[src/rtl/uart_rx_pkg.sv]
// ----------------------------------------------------------------------------
// uart_rx_pkg
// Shared definitions for the UART receiver: frame sequencer state encoding,
// default data width, the legal oversampling ratios and the bit counter width.
// ----------------------------------------------------------------------------
package uart_rx_pkg;

    localparam int unsigned DATA_BITS   = 8;
    localparam int unsigned BIT_CNT_W   = 4;

    localparam int unsigned PRESCALE_8  = 8;
    localparam int unsigned PRESCALE_16 = 16;
    localparam int unsigned PRESCALE_32 = 32;

    typedef enum logic [2:0] {
        ST_IDLE   = 3'd0,
        ST_START  = 3'd1,
        ST_DATA   = 3'd2,
        ST_PARITY = 3'd3,
        ST_STOP   = 3'd4,
        ST_CHECK  = 3'd5
    } rx_state_e;

endpackage : uart_rx_pkg

[src/rtl/uart_rx_edge_bit_cnt.sv]
// ----------------------------------------------------------------------------
// uart_rx_edge_bit_cnt
// Oversample edge counter and frame bit counter for the UART receiver.
//   clk, rst    : receiver clock, async active-high reset
//   cnt_en      : current state is one that advances through a bit
//   clr         : force both counters to zero on the next edge (wins over cnt_en)
//   prescale_q  : latched oversampling ratio for the frame in flight
//   edge_cnt    : oversample index within the current bit
//   bit_cnt     : frame bit index
//   bit_end     : last oversample of the current bit
// ----------------------------------------------------------------------------
module uart_rx_edge_bit_cnt
    import uart_rx_pkg::*;
#(
    parameter int unsigned PRESCALE_W = 6
) (
    input  logic                  clk,
    input  logic                  rst,
    input  logic                  cnt_en,
    input  logic                  clr,
    input  logic [PRESCALE_W-1:0] prescale_q,
    output logic [PRESCALE_W-1:0] edge_cnt,
    output logic [BIT_CNT_W-1:0]  bit_cnt,
    output logic                  bit_end
);

    logic [PRESCALE_W-1:0] edge_q, edge_d;
    logic [BIT_CNT_W-1:0]  bit_q,  bit_d;

    assign bit_end = cnt_en && (edge_q == prescale_q - PRESCALE_W'(1));

    // Edge counter wraps at bit end and carries into the bit counter
    always_comb begin
        edge_d = edge_q;
        bit_d  = bit_q;
        if (clr) begin
            edge_d = '0;
            bit_d  = '0;
        end else if (cnt_en) begin
            if (bit_end) begin
                edge_d = '0;
                bit_d  = bit_q + BIT_CNT_W'(1);
            end else begin
                edge_d = edge_q + PRESCALE_W'(1);
            end
        end
    end

    always_ff @(posedge clk or posedge rst) begin
        if (rst) begin
            edge_q <= '0;
            bit_q  <= '0;
        end else begin
            edge_q <= edge_d;
            bit_q  <= bit_d;
        end
    end

    assign edge_cnt = edge_q;
    assign bit_cnt  = bit_q;

endmodule : uart_rx_edge_bit_cnt

[src/rtl/uart_rx_fsm.sv]
// ----------------------------------------------------------------------------
// uart_rx_fsm
// Frame sequencer for the UART receiver: start detect, start/data/parity/stop
// bit walk, checker enables and the frame-accepted strobe.
//   clk, rst     : oversampling clock, async active-high reset
//   RX_IN        : synchronized serial line, idle high
//   PAR_EN       : parity bit present (latched at start detect)
//   prescale     : oversampling ratio 8/16/32 (latched at start detect)
//   strt_glitch  : start checker verdict, valid by start bit end
//   par_err      : parity checker result
//   stp_err      : stop checker result
//   edge_cnt     : oversample index within bit
//   bit_cnt      : frame bit index
//   dat_samp_en  : data sampler enable
//   deser_en     : deserializer shift strobe, one per data bit
//   strt_chk_en  : start checker enable
//   par_chk_en   : parity checker enable
//   stp_chk_en   : stop checker enable
//   finish       : last oversample of the current bit
//   data_valid   : one-cycle frame accepted pulse
// Outputs are decoded from state and counter registers only; RX_IN reaches
// them solely through the state register.
// ----------------------------------------------------------------------------
module uart_rx_fsm #(
    parameter int unsigned DATA_BITS  = uart_rx_pkg::DATA_BITS,
    parameter int unsigned PRESCALE_W = 6
) (
    input  logic                             clk,
    input  logic                             rst,
    input  logic                             RX_IN,
    input  logic                             PAR_EN,
    input  logic [PRESCALE_W-1:0]            prescale,
    input  logic                             strt_glitch,
    input  logic                             par_err,
    input  logic                             stp_err,
    output logic [PRESCALE_W-1:0]            edge_cnt,
    output logic [uart_rx_pkg::BIT_CNT_W-1:0] bit_cnt,
    output logic                             dat_samp_en,
    output logic                             deser_en,
    output logic                             strt_chk_en,
    output logic                             par_chk_en,
    output logic                             stp_chk_en,
    output logic                             finish,
    output logic                             data_valid
);

    import uart_rx_pkg::*;

    rx_state_e             state_q, state_d;
    logic [PRESCALE_W-1:0] prescale_q;
    logic                  par_en_q;
    logic                  cnt_en;
    logic                  cnt_clr;
    logic                  bit_end;
    logic                  start_det;

    assign cnt_en    = (state_q == ST_START) || (state_q == ST_DATA) ||
                       (state_q == ST_PARITY) || (state_q == ST_STOP);
    assign start_det = ((state_q == ST_IDLE) || (state_q == ST_CHECK)) && !RX_IN;

    // Counters restart whenever the frame leaves the bit-walking states
    assign cnt_clr   = (state_d == ST_IDLE) || (state_d == ST_CHECK);

    uart_rx_edge_bit_cnt #(
        .PRESCALE_W (PRESCALE_W)
    ) u_cnt (
        .clk        (clk),
        .rst        (rst),
        .cnt_en     (cnt_en),
        .clr        (cnt_clr),
        .prescale_q (prescale_q),
        .edge_cnt   (edge_cnt),
        .bit_cnt    (bit_cnt),
        .bit_end    (bit_end)
    );

    // Next-state logic
    always_comb begin
        state_d = state_q;
        unique case (state_q)
            ST_IDLE:   if (!RX_IN) state_d = ST_START;
            ST_START:  if (bit_end) state_d = strt_glitch ? ST_IDLE : ST_DATA;
            ST_DATA:   if (bit_end && (bit_cnt == BIT_CNT_W'(DATA_BITS)))
                           state_d = par_en_q ? ST_PARITY : ST_STOP;
            ST_PARITY: if (bit_end) state_d = ST_STOP;
            ST_STOP:   if (bit_end) state_d = ST_CHECK;
            ST_CHECK:  state_d = RX_IN ? ST_IDLE : ST_START;
            default:   state_d = ST_IDLE;
        endcase
    end

    // State register and frame configuration latched at start detect
    always_ff @(posedge clk or posedge rst) begin
        if (rst) begin
            state_q    <= ST_IDLE;
            prescale_q <= '0;
            par_en_q   <= 1'b0;
        end else begin
            state_q <= state_d;
            if (start_det) begin
                prescale_q <= prescale;
                par_en_q   <= PAR_EN;
            end
        end
    end

    assign dat_samp_en = cnt_en;
    assign strt_chk_en = (state_q == ST_START);
    assign par_chk_en  = (state_q == ST_PARITY);
    assign stp_chk_en  = (state_q == ST_STOP);
    assign finish      = bit_end;
    assign deser_en    = (state_q == ST_DATA) && bit_end;
    // Parity error only counts when the frame actually carried a parity bit
    assign data_valid  = (state_q == ST_CHECK) && !(par_en_q && par_err) && !stp_err;

endmodule : uart_rx_fsm

[config.mk]
export PLATFORM = sky130hd
export DESIGN_NAME = uart_rx_fsm
export DESIGN_NICKNAME = d
export VERILOG_FILES = /design/src/rtl/uart_rx_pkg.sv /design/src/rtl/uart_rx_edge_bit_cnt.sv /design/src/rtl/uart_rx_fsm.sv
export SDC_FILE = /design/constraint.sdc
export NUM_CORES = 1
export LEC_CHECK = 0
export ABC_AREA = 0
export CORE_UTILIZATION = 40
export CTS_CLUSTER_SIZE = 12
export DETAILED_ROUTE_END_ITERATION = 8
export PLACE_DENSITY = 0.67
export SYNTH_ARGS = -nofsm -noshare
export SYNTH_HDL_FRONTEND = slang
export SYNTH_SLANG_ARGS = --single-unit
[constraint.sdc]
create_clock -name clk -period 4.7 [get_ports clk]
set_input_delay 0.705 -clock clk [delete_from_list [all_inputs] [get_ports clk]]
set_output_delay 0.705 -clock clk [all_outputs]
set_load 0.01 [all_outputs]
==> metrics <==
outcome completed; Final Cell Area 1630 um2; Hold/Removal Path Class reg -> reg; initial antenna violation count 0; flops & latches, synth 20; RSZ-0062 raised after global routing no; sequential share of the synthesized area 39.7%; slack of the worst reg-to-reg path 2.44 ns; worst hold path stage count 2; clk sink count 20; CTS root buffer clkbuf_4; NumNets Final 188; P_leak 0.725 nW; final hold viol count 0; starting DRC count in detailed routing 38; WL/cell 13.6 um; gpl congestion 0.847; H-Tree Depth 1; DP Wirelength 2220 um; largest net degree at the start of global routing 21; max cap viols 0; most common cell after layout, fill and taps aside clkdlybuf4s50_1; Synth cell types 39; CTS tree done; Pins Over Slew Limit 0; Worst Hold End prescale_q[5]; Initial Util 41.6%; Post-Place Setup Slack 1.77 ns; GR Layer Usage met1 27.3%; setup TNS 0 ns; Synth Cell Area 1260 um2; Yosys Warn Count 0; syn avg cell area 8.81 um2; M3 GR Usage 3.57%; die area 3380 um2; DRC 0; placed cell count 210; IO Pins 30; worst endpoint data arrival time 2.58 ns; HP Start prescale_q[5]; placed cell area 1570 um2; Core Box Area 3030 um2; Global Route Usage Sum 19.8%; most frequent cells in the layout 29 x clkdlybuf4s50_1, 22 x nand2_1, 20 x dfrtp_1; Least-Margin Pin Slew 1.06 ns; Tmin final 3.28 ns; Via density 5.09; Worst Clk Skew 0.00193 ns; Worst R2R Start prescale_q[0]; antenna cells 0; R2R depth 8; routed via count 1090; GR Util met2 31.4%; clk slew on worst S/H paths 0.12 ns; Worst Setup Path Type reg -> out; WL final 2920 um; worst-path fanout max 8; VDD IR max 311 uV; number of core rows 20; chip height 58.1 um; Routed Antenna Nets 0; first-pass GRT wire length 5110 um; I/O Buffers 29; startpoint types flop; share of layout cells above drive strength 1 5.88%; fmax 304 MHz; Bufs on Longest Clock Path 2; GRT overflow 0; register area 500 um2; Final WS setup 1.42 ns; Setup Fix Bufs, Post-CTS 0; Final Instance Count excl. Fillers 214; P per Cell Area 622 nW/um2; vias in the first global route 1106; Layout area overhead 29.1%; post-synthesis net count 160; gr busiest metal met2; Critical Path RT 3.99 ns; Clock Latency Late Sink 0.31 ns; fin crit share 69.9%; crit end category output pin; die width 58.1 um; cts bufs inserted 3; First-pass DRT Iterations 5; final setup violation count 0; relative slew slack 28.9%; post-CTS resize count 0; fillcell total 278; Layout Utilization 53.7%; multi-input logic area 687 um2; Mapped Cells 143; FF-to-FF End u_cnt.edge_cnt[5]; CTS Hold Bufs 0
-- cell type report --
cell class / instances / share of cell area [%]
Clock buffer: 3 / 1.38
Clock inverter: 1 / 1.85
Inverter: 11 / 2.54
Multi-Input combinational cell: 106 / 42.2
Sequential cell: 20 / 30.8
Tap cell: 44 / 3.38
Timing Repair Buffer: 29 / 17.8
-- registers in the layout, summed over array words and instances (netlist names) --
name            cells
par_en_q            1
prescale_q          6
state_q             3
u_cnt.bit_cnt       4
u_cnt.edge_cnt      6
-- power breakdown --
group / internal, W / total (W) / switching (W)
Sequential: 0.000229 / 0.000313 / 0.0000837
Clock: 0.0000862 / 0.000143 / 0.0000571
Combinational: 0.000253 / 0.000556 / 0.000303
-- routing by layer --
| layer | part of all wire [%] | wire [um] | up-vias |
|---|---|---|---|
| li1 | - | - | 555 |
| met1 | 48 | 1400 | 493 |
| met2 | 46 | 1350 | 36 |
| met3 | 4.6 | 133 | 6 |
| met4 | 1.5 | 43 | 0 |
| met5 | 0 | 0 | - |
-- Yosys cell counts (all sizes together) --
master | instances | share of area (%)
a2111oi | 1 | 0.70
a211o | 1 | 0.70
a211oi | 6 | 4.0
a21o | 1 | 0.60
a21oi | 6 | 2.7
a32o | 2 | 1.7
a32oi | 1 | 0.70
and2 | 1 | 0.70
and3 | 3 | 1.9
and3b | 1 | 0.70
and4 | 1 | 0.89
buf | 2 | 1.3
clkbuf | 4 | 1.2
dfrtp | 20 | 40
ha | 4 | 4.0
inv | 11 | 3.3
mux2i | 1 | 0.79
nand2 | 22 | 6.6
nand2b | 1 | 0.50
nand3 | 4 | 1.6
nand4 | 3 | 1.5
nor2 | 12 | 3.6
nor3 | 5 | 2.0
nor4 | 1 | 0.50
nor4b | 1 | 0.70
o211a | 1 | 0.79
o211ai | 1 | 0.60
o21ai | 4 | 1.6
o311a | 1 | 0.79
o31ai | 1 | 0.60
or3 | 2 | 0.99
or4 | 2 | 1.2
xnor2 | 7 | 4.9
xor2 | 9 | 6.3
-- how the worst max path moves through the flow --
stage / startpoint / endpoint / slack [ns] / cells past startpoint
after floorplan: prescale_q[0] / deser_en / 2.34 / 7
after global placement: prescale_q[0] / deser_en / 1.84 / 8
after detailed placement: prescale_q[0] / deser_en / 1.77 / 8
after CTS: prescale_q[0] / deser_en / 1.41 / 8
after global routing: prescale_q[0] / deser_en / 1.22 / 8
final: prescale_q[0] / deser_en / 1.42 / 8
-- through the flow --
stage,hold slack [ns],power (W)
2_1_floorplan,0.465,0.000704
3_3_place_gp,0.486,0.000852
3_5_place_dp,0.500,0.000867
4_1_cts,0.530,0.00101
5_1_grt,0.565,0.00110
6_report,0.522,0.00101
-- critical path: stages (launching register included) --
cell and delay, ns:
dfrtp_1 0.43, inv_1 0.07, ha_1 0.30, xnor2_1 0.12, nor2_1 0.13, o211a_1 0.29, nand2_1 0.17, nor3_1 0.20
clkdlybuf4s50_1 0.56
-- cells by family (layout without fill, tap and decap cells) --
kind of cell / count (synthesis) / in the layout / share of synthesized area [%]
mux: 1 / 1 / 0.794
fa+ha+maj: 4 / 4 / 3.97
flops: 20 / 20 / 39.7
buf+inv: 17 / 44 / 5.76
simple gates: 59 / 59 / 23.2
xor+xnor: 16 / 16 / 11.1
compound gates: 26 / 26 / 15.4
No activity file was read; power rests on OpenSTA's default activity.
